==> config.mk <==
export PLATFORM = sky130hd
export DESIGN_NAME = mips_run_controller
export DESIGN_NICKNAME = d
export VERILOG_FILES = /design/src/rtl/mips_run_controller.sv
export SDC_FILE = /design/constraint.sdc
export NUM_CORES = 1
export LEC_CHECK = 0
export ABC_AREA = 1
export BUFFER_PORTS_ARGS = -buffer_cell sky130_fd_sc_hd__buf_2
export CELL_PAD_IN_SITES_DETAIL_PLACEMENT = 2
export CELL_PAD_IN_SITES_GLOBAL_PLACEMENT = 2
export CORE_MARGIN = 2
export CORE_UTILIZATION = 29
export DETAILED_ROUTE_END_ITERATION = 10
export HOLD_SLACK_MARGIN = 0.08
export PLACE_DENSITY = 0.86
export SYNTH_ARGS = -nofsm -noshare
export SYNTH_HDL_FRONTEND = slang
export SYNTH_SLANG_ARGS = --single-unit
==> constraint.sdc <==
create_clock -name clk -period 3.05 [get_ports clk]
set_input_delay 0.1525 -clock clk [delete_from_list [all_inputs] [get_ports clk]]
set_output_delay 0.1525 -clock clk [all_outputs]
set_load 0.05 [all_outputs]
==> src/rtl/mips_run_controller.sv <==
// mips_run_controller
//
// Run sequencer for an array of mips_cpu_harvard instances. Holds the CPUs in
// reset while idle, releases them on a start request after a fixed number of
// enabled reset cycles, checks that every CPU goes active, then gates the shared
// clock enable while counting RUN cycles. Each CPU's register_v0 is captured on
// the cycle it drops active. A cycle budget turns runaway programs into a fault.
//
// Optional feature: define MIPS_RUN_CTRL_HALT_STAMP_EN to implement per-CPU halt
// timestamps on halt_cycle. When it is undefined, halt_cycle is tied to zero.
//
// Ports:
//   clk            rising-edge clock
//   rst            asynchronous active-low reset
//   start          start request, honoured only in IDLE
//   clear          acknowledge, returns DONE/FAULT to IDLE
//   active         per-CPU active indication
//   register_v0    per-CPU v0 value, CPU i in bits [32i+31:32i]
//   cpu_reset      active-high synchronous reset to all CPUs
//   cpu_clk_enable shared CPU clock enable
//   busy           high in RESET, START and RUN
//   done           all CPUs halted normally
//   timeout        cycle budget exhausted
//   start_fault    a CPU failed to go active after reset
//   fault_mask     CPUs responsible for the fault
//   result         captured register_v0 per CPU
//   cycle_count    RUN cycles elapsed (saturating)
//   halt_cycle     per-CPU cycle_count value at halt
module mips_run_controller #(
    parameter int unsigned N_CPU          = 1,
    parameter int unsigned TIMEOUT_CYCLES = 10000,
    parameter int unsigned CNT_W          = 32,
    parameter int unsigned RESET_CYCLES   = 1
) (
    input  logic                     clk,
    input  logic                     rst,
    input  logic                     start,
    input  logic                     clear,
    input  logic [N_CPU-1:0]         active,
    input  logic [32*N_CPU-1:0]      register_v0,
    output logic                     cpu_reset,
    output logic                     cpu_clk_enable,
    output logic                     busy,
    output logic                     done,
    output logic                     timeout,
    output logic                     start_fault,
    output logic [N_CPU-1:0]         fault_mask,
    output logic [32*N_CPU-1:0]      result,
    output logic [CNT_W-1:0]         cycle_count,
    output logic [CNT_W*N_CPU-1:0]   halt_cycle
);

    localparam int unsigned RcW = (RESET_CYCLES < 2) ? 1 : $clog2(RESET_CYCLES + 1);

    typedef enum logic [2:0] {
        StIdle,
        StReset,
        StStart,
        StRun,
        StDone,
        StFault
    } state_e;

    state_e                 state_q, state_d;
    logic [RcW-1:0]         rst_cnt_q, rst_cnt_d;
    logic                   cpu_reset_q, cpu_reset_d;
    logic                   clk_en_q, clk_en_d;
    logic                   busy_q, busy_d;
    logic                   done_q, done_d;
    logic                   timeout_q, timeout_d;
    logic                   start_fault_q, start_fault_d;
    logic [N_CPU-1:0]       fault_mask_q, fault_mask_d;
    logic [32*N_CPU-1:0]    result_q, result_d;
    logic [CNT_W-1:0]       cycle_count_q, cycle_count_d;
    logic [N_CPU-1:0]       halted_q, halted_d;
    logic [N_CPU-1:0]       capture;
    logic [N_CPU-1:0]       halted_nxt;
`ifdef MIPS_RUN_CTRL_HALT_STAMP_EN
    logic [CNT_W*N_CPU-1:0] halt_cycle_q, halt_cycle_d;
`endif

    // A CPU is captured only on its first inactive cycle in RUN.
    assign capture    = ~active & ~halted_q;
    assign halted_nxt = halted_q | capture;

    always_comb begin
        state_d       = state_q;
        rst_cnt_d     = rst_cnt_q;
        cpu_reset_d   = cpu_reset_q;
        clk_en_d      = clk_en_q;
        busy_d        = busy_q;
        done_d        = done_q;
        timeout_d     = timeout_q;
        start_fault_d = start_fault_q;
        fault_mask_d  = fault_mask_q;
        result_d      = result_q;
        cycle_count_d = cycle_count_q;
        halted_d      = halted_q;
`ifdef MIPS_RUN_CTRL_HALT_STAMP_EN
        halt_cycle_d  = halt_cycle_q;
`endif

        case (state_q)
            StIdle: begin
                if (start) begin
                    state_d       = StReset;
                    rst_cnt_d     = RcW'(1);
                    cpu_reset_d   = 1'b1;
                    clk_en_d      = 1'b1;
                    busy_d        = 1'b1;
                    result_d      = '0;
                    cycle_count_d = '0;
                    fault_mask_d  = '0;
                    halted_d      = '0;
`ifdef MIPS_RUN_CTRL_HALT_STAMP_EN
                    halt_cycle_d  = '0;
`endif
                end
            end
            StReset: begin
                if (rst_cnt_q == RcW'(RESET_CYCLES)) begin
                    state_d     = StStart;
                    cpu_reset_d = 1'b0;
                end else begin
                    rst_cnt_d = rst_cnt_q + RcW'(1);
                end
            end
            StStart: begin
                if (&active) begin
                    state_d = StRun;
                end else begin
                    state_d       = StFault;
                    start_fault_d = 1'b1;
                    fault_mask_d  = ~active;
                    clk_en_d      = 1'b0;
                    busy_d        = 1'b0;
                end
            end
            StRun: begin
                for (int i = 0; i < int'(N_CPU); i++) begin
                    if (capture[i]) begin
                        result_d[32*i +: 32] = register_v0[32*i +: 32];
`ifdef MIPS_RUN_CTRL_HALT_STAMP_EN
                        halt_cycle_d[CNT_W*i +: CNT_W] = cycle_count_q;
`endif
                    end
                end
                halted_d = halted_nxt;
                // Completion is tested before the budget so a last halt on the
                // final budget cycle still ends in DONE.
                if (&halted_nxt) begin
                    state_d  = StDone;
                    done_d   = 1'b1;
                    clk_en_d = 1'b0;
                    busy_d   = 1'b0;
                end else if (cycle_count_q == CNT_W'(TIMEOUT_CYCLES - 1)) begin
                    state_d      = StFault;
                    timeout_d    = 1'b1;
                    fault_mask_d = ~halted_nxt;
                    clk_en_d     = 1'b0;
                    busy_d       = 1'b0;
                end else if (cycle_count_q != '1) begin
                    cycle_count_d = cycle_count_q + CNT_W'(1);
                end
            end
            StDone, StFault: begin
                if (clear) begin
                    state_d       = StIdle;
                    cpu_reset_d   = 1'b1;
                    done_d        = 1'b0;
                    timeout_d     = 1'b0;
                    start_fault_d = 1'b0;
                    fault_mask_d  = '0;
                end
            end
            default: begin
                state_d     = StIdle;
                cpu_reset_d = 1'b1;
                clk_en_d    = 1'b0;
                busy_d      = 1'b0;
            end
        endcase
    end

    always_ff @(posedge clk or negedge rst) begin
        if (!rst) begin
            state_q       <= StIdle;
            rst_cnt_q     <= '0;
            cpu_reset_q   <= 1'b1;
            clk_en_q      <= 1'b0;
            busy_q        <= 1'b0;
            done_q        <= 1'b0;
            timeout_q     <= 1'b0;
            start_fault_q <= 1'b0;
            fault_mask_q  <= '0;
            result_q      <= '0;
            cycle_count_q <= '0;
            halted_q      <= '0;
        end else begin
            state_q       <= state_d;
            rst_cnt_q     <= rst_cnt_d;
            cpu_reset_q   <= cpu_reset_d;
            clk_en_q      <= clk_en_d;
            busy_q        <= busy_d;
            done_q        <= done_d;
            timeout_q     <= timeout_d;
            start_fault_q <= start_fault_d;
            fault_mask_q  <= fault_mask_d;
            result_q      <= result_d;
            cycle_count_q <= cycle_count_d;
            halted_q      <= halted_d;
        end
    end

`ifdef MIPS_RUN_CTRL_HALT_STAMP_EN
    always_ff @(posedge clk or negedge rst) begin
        if (!rst) begin
            halt_cycle_q <= '0;
        end else begin
            halt_cycle_q <= halt_cycle_d;
        end
    end
    assign halt_cycle = halt_cycle_q;
`else
    assign halt_cycle = '0;
`endif

    assign cpu_reset      = cpu_reset_q;
    assign cpu_clk_enable = clk_en_q;
    assign busy           = busy_q;
    assign done           = done_q;
    assign timeout        = timeout_q;
    assign start_fault    = start_fault_q;
    assign fault_mask     = fault_mask_q;
    assign result         = result_q;
    assign cycle_count    = cycle_count_q;

endmodule

## Word-level counts from Yosys, hierarchy flattened

Index checks and enable logic that the tools add are counted.

| word-level totals | value |
|---|---|
| register bits | 75 |
| bits of input ports | 37 |
| output and inout port bits | 103 |
| word-level logic and storage cells | 96 |

| cells by class | value |
|---|---|
| $add $sub $neg | 2 |
| eq/ne operators | 18 |
| multiplexer cells | 38 |
| bitwise gates (word level) | 7 |
| reduce and logical (&&, ||, !) cells | 20 |

Operators by type and width:

| kind | count |
|---|---|
| $mux W32 | 5 |
| $pmux W32 S2 | 2 |
| $add A32 B1 Y32 const B | 1 |
| $eq A32 B14 Y1 const B | 1 |
| $ne A32 B32 Y1 const B | 1 |
| $ne A2 B2 Y1 const B | 10 |
| $mux W3 | 6 |
| $mux W1 | 16 |
| $reduce_and A4 Y1 | 4 |
| $pmux W3 S5 | 1 |
| $pmux W1 S4 | 3 |
| $pmux W1 S2 | 5 |
| $reduce_and A3 Y1 | 3 |
| $reduce_bool A2 Y1 | 4 |
| $eq A3 B2 Y1 const B | 2 |
| $eq A3 B3 Y1 const B | 2 |
| $reduce_and A6 Y1 | 1 |
| $not A1 Y1 | 5 |
| $reduce_and A5 Y1 | 1 |
| $reduce_and A2 Y1 | 2 |
| $reduce_bool A4 Y1 | 1 |
| $reduce_or A2 Y1 | 2 |
| $eq A3 B1 Y1 const B | 1 |
| $logic_not A3 Y1 | 1 |
| 5 further kinds | 5 |

## Longest topological paths before layout

| logic depth | value |
|---|---|
| depth after elaboration | 7 |
| depth in mapped cells | 11 |
| depth with buffers taken out | 11 |

## Worst setup path before layout

Ideal clock, no wire load.

| timing | value |
|---|---|
| kind | reg-to-reg |
| from | register cycle_count_q[0], in the netlist cycle_count[0] |
| to | register cycle_count_q[7], in the netlist cycle_count[7] |
| library setup time | 0.119 ns |
| arrival | 1.896 ns |
| required time | 2.931 ns |
| setup slack | 1.035 ns |
| cell stages (with the launch flop) | 12 |
| buffers on the path | 1 |
| clock period less this slack | 2.015 ns |
| path through | dfrtp_1 ha_1 nand2_2 nor2_4 nand3_1 nor2_1 nand2_1 nand3_4 nand2_4 buf_6 nand2_1 nand2_1 |

| on the way | value |
|---|---|
| longest elaborated chain between the ends | 5 |
| elaborated cells between the ends (all ways) | 10 |
| those cells by class | 1 x add/sub; 4 x eq/ne; 4 x mux; 1 x reduce/logical |

RTL lines:

| what | line | text |
|---|---|---|
| from (decl) | 74 | `logic [CNT_W-1:0] cycle_count_q, cycle_count_d;` |
| from (signal assigned) | 210 | `cycle_count_q <= cycle_count_d;` |
| $add A32 B1 Y32 | 163 | `cycle_count_d = cycle_count_q + CNT_W'(1);` |
| $mux W32 | 162 | `end else if (cycle_count_q != '1) begin` |
| $mux W32 | 156 | `end else if (cycle_count_q == CNT_W'(TIMEOUT_CYCLES - 1)) begin` |
| $mux W32 | 151 | `if (&halted_nxt) begin` |
| $pmux W32 S2 | 103 | `case (state_q)` |

Parallel ways exist; a longest one is shown, timed or not. The select of a mux whose other input is x is not followed.
A chain may end at the register's enable or synchronous reset.

## Final worst setup path

| timing | value |
|---|---|
| from | register cycle_count_q[0], in the netlist cycle_count[0] |
| to | register cycle_count_q[4], in the netlist cycle_count[4] |

The elaborated chain is that of the path after synthesis.

==> results_dict.tcl <==
set metrics [dict create \
    globalplace.congestion 0.796 \
    post_cts.repair.setup_buffers 0 \
    dieArea_um2 17000 \
    ioPinCount 140 \
    crit-reg2reg-capture "cycle_count[4]" \
    cts_tree "yes" \
    run_status "completed" \
    fin_max_slew_vios 0 \
    tightestPinTransition_ns 0.607 \
    p_leak_nw 3.10 \
    holdPathEnd "start_fault" \
    clock_skew_ns 0.0108 \
    power_frac_clock 0.225 \
    slew_headroom 0.595 \
    holdWs_ns 0.291 \
    global_route.overflow_total 0 \
    drt-vias-per-instance 4.80 \
    largest_voltage_drop_on_the_vdd_net_uv 504 \
    synth.distinct_cells 29 \
    vias 5008 \
    cts_max_path_buffers 2 \
    drt_drc_violations_left 0 \
    power.switching_w 0.00247 \
    critical_path_class "reg2reg" \
    worst_skew_pair.late_latency_ns 0.34 \
    power.share.switching 0.514 \
    netlist_instances 691 \
    hpwlAfterDp_mm 12.4 \
    syn_area_per_cell_um2 6.72 \
    rows 46 \
    num_cts_buffers 9 \
    pwr-share-seq 0.301 \
    grt_max_degree 44 \
    rsz0062_at_grt "no" \
    drive_gt1_frac 0.176 \
    wl_mm 18.9 \
    intPower_w 0.00234 \
    hold_path.class "in2reg" \
    start_util 0.295 \
    n_antenna_cell 0 \
    design.final.nets 861 \
    drt-pass1-iter-count 4 \
    die_width_um 131 \
    clock_sink_count 75 \
    grt_pass1_vias 5661 \
    floorplan.die.height_um 131 \
    worstPathRequired_ns 3.28 \
    htree_levels 3 \
    yosysWarnings 0 \
    power_density_over_the_cells_nw_per_um2 819 \
    synth-seq-area-share 0.404 \
    cp.arrival_ns 2.71 \
    fin_setup_tns_ns 0 \
    drtIter0Drc 152 \
    timing.reg2reg.setup_slack_ns 0.57 \
    crit_path_max_fanout 33 \
    first_pass_grt_wire_length_mm 30.7 \
    antenna_found_initial 0 \
    placeableCoreArea_um2 15800 \
    final_hold_viol_count 0 \
    avgRoutedWirePerCell_um 18.1 \
    power.total_w 0.00481 \
    timing.final.crit_share 0.814 \
    max_capacitance_violation_total 0 \
    place.port_buffers 107 \
    reg2regPathDepth 10 \
    cts.root.buffer_cell "sky130_fd_sc_hd__clkbuf_16" \
    area.growth.synth_to_final_pct 26.4 \
    worst_hold_path.num_cells 4 \
    startpoint_type "flop" \
    final-setup-viol-count 0 \
    p_comb_frac 0.474 \
    critical_path.endpoint_type "flop" \
    clk_pin_slew_ns 0.06 \
    antenna_violating_nets_post_route 0 \
    groute.usage.overall 0.235 \
    max_freq_mhz 403 \
    reg2reg_from "cycle_count[0]" \
    hold_path.startpoint "active" \
    synthesis.area_um2 4650 \
    yosys_register_bits 75 \
    fin_crit_ns 2.48 \
]
[area by class of cell]
class	count	area, µm²
clock buffers	12	236
clock inverters	4	51.3
well taps	216	270
inverters	53	199
multi-input cells	536	2310
fillers	1932	9900
flip-flops and latches	75	1880
repair buffers	148	931
[how the worst max path moves through the flow]
stage	startpoint	slack (ns)	to
detailed placement	state_q[1]	0.57	cycle_count[27]
global placement	cycle_count[0]	0.76	cycle_count[5]
global route	cycle_count[0]	0.28	cycle_count[4]
finish	cycle_count[0]	0.57	cycle_count[4]
floorplan	cycle_count[0]	1.04	cycle_count[7]
CTS	cycle_count[0]	0.52	cycle_count[12]
[registers in the layout, summed over array words and instances (netlist names)]
signal / cells
start_fault: 1
timeout: 1
halted_q: 1
result: 32
cycle_count: 32
fault_mask: 1
state_q: 3
busy: 1
cpu_reset: 1
rst_cnt_q: 1
done: 1
[repair_timing]
action,4_1_cts,5_1_grt
endpoints found under the hold margin,74,0
hold buffers,34,0
resized for setup,0,0
[power groups by stage]
stage / clock [W] / combinational (W) / sequential, W
6_report: 0.00108 / 0.00228 / 0.00145
5_1_grt: 0.00115 / 0.00244 / 0.00148
4_1_cts: 0.00111 / 0.00224 / 0.00142
3_5_place_dp: 0 / 0.00220 / 0.00143
3_3_place_gp: 0 / 0.00215 / 0.00142
2_1_floorplan: 0 / 0.000840 / 0.00225
[through the flow]
| stage | setup WS, ns | util | cells | instance area (µm²) |
|---|---|---|---|---|
| finish | 0.567 | 0.372 | 1044 | 5870 |
| global route | 0.275 | 0.372 | 1044 | 5870 |
| CTS | 0.518 | 0.372 | 1044 | 5870 |
| detailed placement | 0.569 | 0.333 | 994 | 5250 |
| global placement | 0.761 | 0.333 | 994 | 5250 |
| floorplan | 1.04 | - | 722 | 4760 |
[cells in the mapped netlist (all sizes together)]
master    n  share of area
buf      48          0.074
nor3b     1         0.0016
nand4     4         0.0054
a22oi     1         0.0016
xor2      1         0.0019
conb      1        0.00081
xnor2     1         0.0019
nor3      3         0.0032
dfstp     1         0.0057
ha        1         0.0027
nand2   249           0.20
nand3   118           0.13
a21oi    13          0.014
inv      53          0.043
dfrtp    74           0.40
nor2     98          0.086
o21ai    12          0.013
clkbuf   10         0.0081
nand3b    2         0.0032
[kinds of logic after synthesis]
kind of cell / synth area share
compound gates: 0.0285
xor+xnor: 0.00377
fa+ha+maj: 0.00269
buf+inv: 0.125
flops: 0.404
other cells: 0.000807
simple gates: 0.435
[cells in the final DEF (no fill, tap or decap), types with 4 or more instances in the layout]
cell type / instances
sky130_fd_sc_hd__conb_1: 32
sky130_fd_sc_hd__a21oi_1: 13
sky130_fd_sc_hd__nor2_2: 5
sky130_fd_sc_hd__inv_2: 4
sky130_fd_sc_hd__buf_4: 8
sky130_fd_sc_hd__o21ai_0: 12
sky130_fd_sc_hd__buf_2: 106
sky130_fd_sc_hd__dfrtp_1: 74
sky130_fd_sc_hd__dlygate4sd3_1: 34
sky130_fd_sc_hd__nor2_1: 91
sky130_fd_sc_hd__nand2_2: 5
sky130_fd_sc_hd__inv_1: 49
sky130_fd_sc_hd__nand2_1: 243
sky130_fd_sc_hd__nand4_1: 4
sky130_fd_sc_hd__nand3_1: 117
sky130_fd_sc_hd__clkbuf_16: 9
[critical path, stage by stage (launching register included)]
cell and delay (ns):
sky130_fd_sc_hd__dfrtp_1 0.46, sky130_fd_sc_hd__ha_1 0.22, sky130_fd_sc_hd__nand2_2 0.09, sky130_fd_sc_hd__nor2_4 0.17, sky130_fd_sc_hd__nand3_1 0.10, sky130_fd_sc_hd__nor2_1 0.22, sky130_fd_sc_hd__nand2_1 0.15, sky130_fd_sc_hd__nand3_4 0.36
sky130_fd_sc_hd__nand2_4 0.34, sky130_fd_sc_hd__nand2_1 0.16, sky130_fd_sc_hd__nand2_1 0.07
[metal layers]
| layer | global-route usage | routed length [µm] |
|---|---|---|
| met5 | 0 | 0 |
| met2 | 0.434 | 9850 |
| met3 | 0.0590 | 999 |
| met1 | 0.271 | 7700 |
| met4 | 0.0594 | 305 |
No activity file was read; power rests on OpenSTA's default activity.
